==> src/rtl/disp_mux_capture.sv <==
// disp_mux_capture: recovers the four digits shown by a time-multiplexed,
// active-low seven-segment driver by watching its anode and segment buses.
module disp_mux_capture #(
  parameter int SETTLE = 4,
  parameter int TO_W   = 18
) (
  input  logic       clk,
  input  logic       reset_n,
  input  logic [3:0] an,
  input  logic [7:0] sseg,
  output logic [3:0] hex3,
  output logic [3:0] hex2,
  output logic [3:0] hex1,
  output logic [3:0] hex0,
  output logic [3:0] dp_out,
  output logic [3:0] digit_err,
  output logic       frame_valid,
  output logic       frame_tick,
  output logic       blank_timeout
);

  localparam int              CW       = $clog2(SETTLE + 1);
  localparam logic [CW-1:0]   SETTLE_C = CW'(SETTLE);
  localparam logic [TO_W-1:0] TO_MAX   = '1;

  // {err, value}; anything outside the sixteen hex glyphs is an error
  function automatic logic [4:0] decode_glyph(input logic [6:0] seg);
    logic [4:0] r;
    case (seg)
      7'b1000000: r = 5'h00;
      7'b1111001: r = 5'h01;
      7'b0100100: r = 5'h02;
      7'b0110000: r = 5'h03;
      7'b0011001: r = 5'h04;
      7'b0010010: r = 5'h05;
      7'b0000010: r = 5'h06;
      7'b1111000: r = 5'h07;
      7'b0000000: r = 5'h08;
      7'b0010000: r = 5'h09;
      7'b0001000: r = 5'h0a;
      7'b0000011: r = 5'h0b;
      7'b1000110: r = 5'h0c;
      7'b0100001: r = 5'h0d;
      7'b0000110: r = 5'h0e;
      7'b0001110: r = 5'h0f;
      default:    r = 5'h10;
    endcase
    return r;
  endfunction

  logic [11:0]      sync1_q, sync1_d;
  logic [11:0]      sync2_q, sync2_d;
  logic [CW-1:0]    settle_q, settle_d;
  logic             captured_q, captured_d;
  logic [3:0]       seen_q, seen_d;
  logic [TO_W-1:0]  to_q, to_d;
  logic [3:0][3:0]  hex_q, hex_d;
  logic [3:0]       dp_q, dp_d;
  logic [3:0]       err_q, err_d;
  logic             fvalid_q, fvalid_d;
  logic             ftick_q, ftick_d;
  logic             blank_q, blank_d;

  logic             stable;
  logic             sel_valid;
  logic [1:0]       sel;
  logic             capture;
  logic             timeout;
  logic [4:0]       glyph;
  logic [3:0]       seen_next;

  always_comb begin
    sync1_d    = {an, sseg};
    sync2_d    = sync1_q;

    // sync1 is one cycle ahead of sync2, so equality means sync2 will hold
    stable     = (sync1_q == sync2_q);
    if (!stable) begin
      settle_d = '0;
    end else if (settle_q == SETTLE_C) begin
      settle_d = settle_q;
    end else begin
      settle_d = settle_q + 1'b1;
    end

    sel        = 2'd0;
    sel_valid  = 1'b1;
    case (sync2_q[11:8])
      4'b1110: sel = 2'd0;
      4'b1101: sel = 2'd1;
      4'b1011: sel = 2'd2;
      4'b0111: sel = 2'd3;
      default: sel_valid = 1'b0;
    endcase

    capture    = (settle_d == SETTLE_C) && !captured_q && sel_valid;
    captured_d = stable && (captured_q || capture);

    glyph      = decode_glyph(sync2_q[6:0]);
    hex_d      = hex_q;
    dp_d       = dp_q;
    err_d      = err_q;
    seen_next  = seen_q;
    if (capture) begin
      hex_d[sel] = glyph[3:0];
      err_d[sel] = glyph[4];
      dp_d[sel]  = ~sync2_q[7];
      seen_next  = seen_q | (4'b0001 << sel);
    end

    if (capture) begin
      to_d = TO_MAX;
    end else if (to_q != '0) begin
      to_d = to_q - 1'b1;
    end else begin
      to_d = '0;
    end
    timeout    = (to_d == '0);
    blank_d    = timeout;

    seen_d     = seen_next;
    fvalid_d   = fvalid_q;
    ftick_d    = 1'b0;
    if (seen_next == 4'b1111) begin
      ftick_d  = 1'b1;
      fvalid_d = 1'b1;
      seen_d   = 4'b0000;
    end
    if (timeout) begin
      fvalid_d = 1'b0;
      seen_d   = 4'b0000;
    end
  end

  always_ff @(posedge clk or negedge reset_n) begin
    if (!reset_n) begin
      sync1_q    <= '0;
      sync2_q    <= '0;
      settle_q   <= '0;
      captured_q <= 1'b0;
      seen_q     <= '0;
      to_q       <= TO_MAX;
      hex_q      <= '0;
      dp_q       <= '0;
      err_q      <= '0;
      fvalid_q   <= 1'b0;
      ftick_q    <= 1'b0;
      blank_q    <= 1'b0;
    end else begin
      sync1_q    <= sync1_d;
      sync2_q    <= sync2_d;
      settle_q   <= settle_d;
      captured_q <= captured_d;
      seen_q     <= seen_d;
      to_q       <= to_d;
      hex_q      <= hex_d;
      dp_q       <= dp_d;
      err_q      <= err_d;
      fvalid_q   <= fvalid_d;
      ftick_q    <= ftick_d;
      blank_q    <= blank_d;
    end
  end

  assign hex0          = hex_q[0];
  assign hex1          = hex_q[1];
  assign hex2          = hex_q[2];
  assign hex3          = hex_q[3];
  assign dp_out        = dp_q;
  assign digit_err     = err_q;
  assign frame_valid   = fvalid_q;
  assign frame_tick    = ftick_q;
  assign blank_timeout = blank_q;

endmodule

==> config.mk <==
export PLATFORM = sky130hd
export DESIGN_NAME = disp_mux_capture
export DESIGN_NICKNAME = d
export VERILOG_FILES = /design/src/rtl/disp_mux_capture.sv
export SDC_FILE = /design/constraint.sdc
export NUM_CORES = 1
export LEC_CHECK = 0
export ABC_AREA = 1
export CORE_ASPECT_RATIO = 0.5
export CORE_MARGIN = 3
export CORE_UTILIZATION = 36
export DETAILED_ROUTE_END_ITERATION = 8
export PLACE_DENSITY = 0.57
export SLEW_MARGIN = 20
export SYNTH_ARGS = -nofsm -noshare
export SYNTH_HDL_FRONTEND = slang
export SYNTH_SLANG_ARGS = --single-unit
==> constraint.sdc <==
create_clock -name clk -period 2.6 [get_ports clk]
set_input_delay 0.78 -clock clk [delete_from_list [all_inputs] [get_ports clk]]
set_output_delay 0.78 -clock clk [all_outputs]
set_load 0.05 [all_outputs]
### Yosys cells after proc, flatten, opt, wreduce, memory -nomap -nowiden

Index checks and enable logic that the tools add are counted.
W data, S select, Z words.

| storage, ports and cells | value |
|---|---|
| logic and storage cells | 76 |
| output and inout port bits | 27 |
| bits in registers | 77 |

| cells by class | value |
|---|---|
| magnitude comparators | 2 |
| equal/unequal tests | 23 |
| shift operators | 1 |
| bitwise logic cells | 2 |
| reductions and logical operators | 11 |
| add/subtract/negate cells | 2 |
| muxes and demuxes | 20 |

Operators by type and width:

| kind | number |
|---|---|
| $pmux W5 S16 | 1 |
| $mux W18 | 2 |
| $eq A7 B7 Y1 const B | 4 |
| $eq A7 B5 Y1 const B | 3 |
| $eq A7 B6 Y1 const B | 3 |
| $logic_not A18 Y1 | 1 |
| $reduce_bool A18 Y1 | 1 |
| $sub A18 B1 Y18 const B | 1 |
| $bwmux W16 | 1 |
| $eq A4 B4 Y1 const B | 4 |
| $mux W4 | 4 |
| $eq A7 B2 Y1 const B | 2 |
| $eq A7 B4 Y1 const B | 2 |
| $eq A12 B12 Y1 | 1 |
| $bwmux W4 | 2 |
| $demux W4 S2 | 1 |
| $eq A7 B3 Y1 const B | 1 |
| $logic_not A7 Y1 | 1 |
| $eq A3 B3 Y1 const B | 2 |
| $mux W3 | 2 |
| $pmux W2 S3 | 1 |
| $mux W1 | 5 |
| $eq A4 B3 Y1 const B | 1 |
| $logic_and A1 B1 Y1 | 4 |
| other kinds (11) | 11 |

### Logic depth before layout (Yosys ltp)

| logic depth | value |
|---|---|
| depth in word-level cells | 10 |
| mapped depth | 14 |
| mapped depth without buffers | 14 |

### Worst setup path after synthesis

Ideal clock, no wire load.

| timing path | value |
|---|---|
| path type | register to register |
| start | reg settle_q[0] |
| end | reg seen_q[0] |
| library setup time | 0.122 ns |
| buffers on the path | 0 |
| stages on the path, launching flop included | 12 |
| setup slack | 0.687 ns |
| arrival | 1.791 ns |
| cells stage by stage | dfrtp_1 -> inv_2 -> ha_1 -> nand2_2 -> xor2_2 -> nand3_1 -> nor2_4 -> nand4_2 -> nand2_2 -> nand2_2 -> o21ai_2 -> nor2_1 |

| on the way | value |
|---|---|
| word-level cells in the longest chain between the ends | 10 |

RTL lines:

| item | line | RTL |
|---|---|---|
| start, declared | 53 | `logic [CW-1:0] settle_q, settle_d;` |
| start signal, assigned | 152 | `settle_q <= settle_d;` |
| $add A3 B1 Y3 / $eq A3 B3 Y1 (equally long branches) | 83, 80 |  |
| $mux W3 (*) | 80 | `end else if (settle_q == SETTLE_C) begin` |
| $mux W3 (*) | 78 | `if (!stable) begin` |
| $eq A3 B3 Y1 (*) | 96 | `capture = (settle_d == SETTLE_C) && !captured_q && sel_valid;` |
| $logic_and A1 B1 Y1 (*) (2 in series) | 96 |  |
| $mux W4 | 104 | `if (capture) begin` |
| $eq A4 B4 Y1 | 124 | `if (seen_next == 4'b1111) begin` |
| $mux W4 | 124 |  |
| $mux W4 (*) | 129 | `if (timeout) begin` |
| via seen_d[0] | 55 | `logic [3:0] seen_q, seen_d;` |
| end signal, assigned | 154 | `seen_q <= seen_d;` |
| end, declared | 55 |  |

The timed path passes the listed nets; every way through them passes the cells marked *.
A chain may end at the register's enable or synchronous reset.

### Worst setup path in the final report

| timing path | value |
|---|---|
| start | reg dp_q[1], in the netlist dp_out[1] |
| end | out dp_out[1] |

RTL lines:

| item | line | RTL |
|---|---|---|
| start, declared | 58 | `logic [3:0] dp_q, dp_d;` |
| start signal, assigned | 157 | `dp_q <= dp_d;` |
| end, declared | 15 | `output logic [3:0] dp_out,` |

No word-level cell between the ends.

==> results.yml <==
run_status:
  status: "completed"
clocking:
  cts_resized: 0
  path_clk_slew_ps: 60
  cts_max_level: 3
  numCtsBuffers: 9
  cts_tree: "yes"
  cts.sinks: 77
  clock_tree.buffer_depth: 2
  cts_hold_buf: 0
  clock_latency_ps: 340
  root_buffer: "clkbuf_16"
  post_cts.repair.setup_buffers: 0
global_routing:
  grt_overflow: 0
  grt_pass1_vias: 2949
  antenna_found_initial: 0
  grt_usage_pct: 14.6
  busiest_layer: "met2"
  met3_usage_pct: 4.50
  grt_pass1_wl_um: 13600
  grt.met1_usage_pct: 19.0
  grt_use_met2_pct: 23.6
  grt_start_max_net_pins: 35
drt:
  drc: 0
  vias: 2965
  ant_nets: 0
  vias_per_cell: 4.56
  first_pass_iters: 5
  avgRoutedWirePerCell_um: 11.7
  routed_wl_um: 7580
  drt_iter0_drc: 87
synthesis:
  syn-num-nets: 474
  yosys_warnings: 0
  yosys_most_used_dff: "dfrtp_1"
  netlist_instances: 457
  async_flop_share_pct: 100
  synth.ff_latch_count: 77
  synth-edff-count: 0
  netlist_top_cells_area: "dfrtp_1 40%, nand2_1 15%, dfstp_2 13%"
  yosysSeqAreaShare_pct: 52.2
  yosysTopAreaCell: "dfrtp_1"
  synthTopCellsByCount: "147 x nand2_1, 66 x inv_1, 59 x dfrtp_1"
  post-synth-top-count-cell: "nand2_1"
  yosysUniqueCellTypes: 31
  yosys.area.top_type_share_pct: 39.5
  synth_area_mm2: 0.00373
  syn_area_per_cell_um2: 8.17
critical_path:
  r2r_end: "seen_q[3]$_DFF_PN0_"
  reg2regPathDepth: 13
  cp_top_family: "buffers and inverters"
  r2r_slack_ps: 400
  arrival_ps: 1540
  start_kind: "flop"
  critPathMaxFanout: 2
  worst-path-buf-inv: 1
  critPathSlowestCell: "clkdlybuf4s50_1"
  crit_required_ps: 1820
  end_kind: "output pin"
  timing.rr.start: "to_q[0]$_DFF_PN1_"
  path_cells: "clkdlybuf4s50_1"
  slowest_delay_ps: 820
  crit_type: "flop to output pin"
timing:
  finalSetupViolCount: 0
  fin_crit_sh_pct: 89.1
  drv_slew: 0
  fin_ws_ps: 284
  hold_viol_final: 0
  fmax_mhz: 432
  rsz0062_at_grt: "false"
  relSlewSlack_pct: 66.3
  finClkSkew_ps: 5.99
  fin_setup_tns_ps: 0
  tightest_slew_ps: 504
  fin_crit_ps: 2320
placed_design:
  dp_hpwl_um: 5700
  gp_congestion: 0.864
  port-buffer-count: 40
  pre_cts_ws_ps: 388
floorplanning:
  core-area_mm2: 0.00976
  io_pins: 41
  start_util_pct: 38.3
  rows: 25
  dieWidth_um: 150
  dieArea_mm2: 0.0117
  die_h_um: 78.0
cells_and_area:
  fin_nets: 527
  ff_latch_area_mm2: 0.00195
  final_layout_size_suffix_gt1_share_pct: 12.8
  area_growth_pct: 23.4
  multiInputGateArea_mm2: 0.00151
  fillCellCount: 958
  diodes: 0
power_and_ir_drop:
  power_density_mw_per_mm2: 543
  peakVddDrop_v: 0.000300
  cellLeakagePower_nw: 2.37
  p_total_mw: 2.50
flow_run:
  max-cap-violations: 0
worst_hold_path:
  hold_class: "primary input to async pin"
## power breakdown
group / switching (mW) / total (mW) / internal (mW)
clock network: 0.511 / 1.17 / 0.657
registers: 0.0186 / 1.24 / 1.22
logic: 0.0584 / 0.0985 / 0.0401
## worst register-to-register path: stages, from the launching register on
cell and delay, ps:
dfstp_2 360, inv_1 130, ha_1 290, nand2_2 120
nor2_4 240, nand3_4 210, nand3_1 160, nand2_1 50
inv_1 50, nand2_1 50, nor2_1 120, nand3_1 140
o21ai_2 120, nor2_1 60
## layout by cell type (no fill, tap or decap), types with 4 or more instances in the layout
| cell | count |
|---|---|
| nand2_2 | 6 |
| xnor2_1 | 5 |
| nor2_4 | 4 |
| nand4_1 | 10 |
| nand3_1 | 27 |
| inv_1 | 66 |
| inv_6 | 4 |
| nor3_1 | 9 |
| nor2_1 | 48 |
| o21ai_0 | 19 |
| dfstp_2 | 18 |
| nand2_1 | 147 |
| dfrtp_1 | 59 |
| clkdlybuf4s50_1 | 39 |
| nand4_2 | 5 |
| xor2_1 | 7 |
| clkbuf_16 | 9 |
| buf_4 | 4 |
## registers in the layout, indices dropped and copies added (netlist names)
name           cells
frame_tick         1
settle_q           3
hex2               4
dp_out             4
seen_q             4
hex0               4
sync2_q           12
captured_q         1
sync1_q           12
hex3               4
digit_err          4
blank_timeout      1
frame_valid        1
to_q              18
hex1               4
## cell families (layout without fill, tap and decap cells)
kind of cell / Yosys count / in the layout / synth area share, %
XOR/XNOR: 13 / 13 / 3.25
flip-flops: 77 / 77 / 52.2
adder cells (fa/ha/maj): 3 / 3 / 1.01
buffers and inverters: 71 / 129 / 7.34
AO/OA/AOI/OAI: 28 / 28 / 4.16
AND/OR/NAND/NOR: 265 / 265 / 32.0
## routing by layer
metal	share of wire, %	vias up
met5	0	-
met4	0.96	0
li1	-	1535
met3	4.2	7
met2	48	51
met1	47	1372
## worst max path at each step
stage,from,to,slack (ps),depth (start not counted)
4_1_cts,dp_out[1]$_DFFE_PN0P_,dp_out[1],260,1
2_1_floorplan,settle_q[0]$_DFF_PN0_,seen_q[0]$_DFF_PN0_,690,11
3_5_place_dp,to_q[0]$_DFF_PN1_,seen_q[3]$_DFF_PN0_,390,13
5_1_grt,to_q[0]$_DFF_PN1_,seen_q[3]$_DFF_PN0_,90,13
3_3_place_gp,to_q[0]$_DFF_PN1_,seen_q[3]$_DFF_PN0_,430,13
6_report,dp_out[1]$_DFFE_PN0P_,dp_out[1],280,1
## metrics by stage
stage	cell area (um2)	util (%)	std cells	hold WS (ps)
floorplan	3730	-	457	372
global placement	4330	44.3	634	376
detailed placement	4330	44.3	634	378
CTS	4610	47.2	650	392
global route	4610	47.2	650	407
finish	4610	47.2	650	390
## cell type report
cell class / instances / share of cell area (%)
sequential: 77 / 42.3
multi-input combinational: 309 / 32.8
timing repair buffer: 44 / 9.56
inverter: 69 / 5.62
clock buffer: 9 / 4.89
tap: 135 / 3.67
clock inverter: 7 / 1.19
Note: power is estimated with default switching activity, not from simulation.
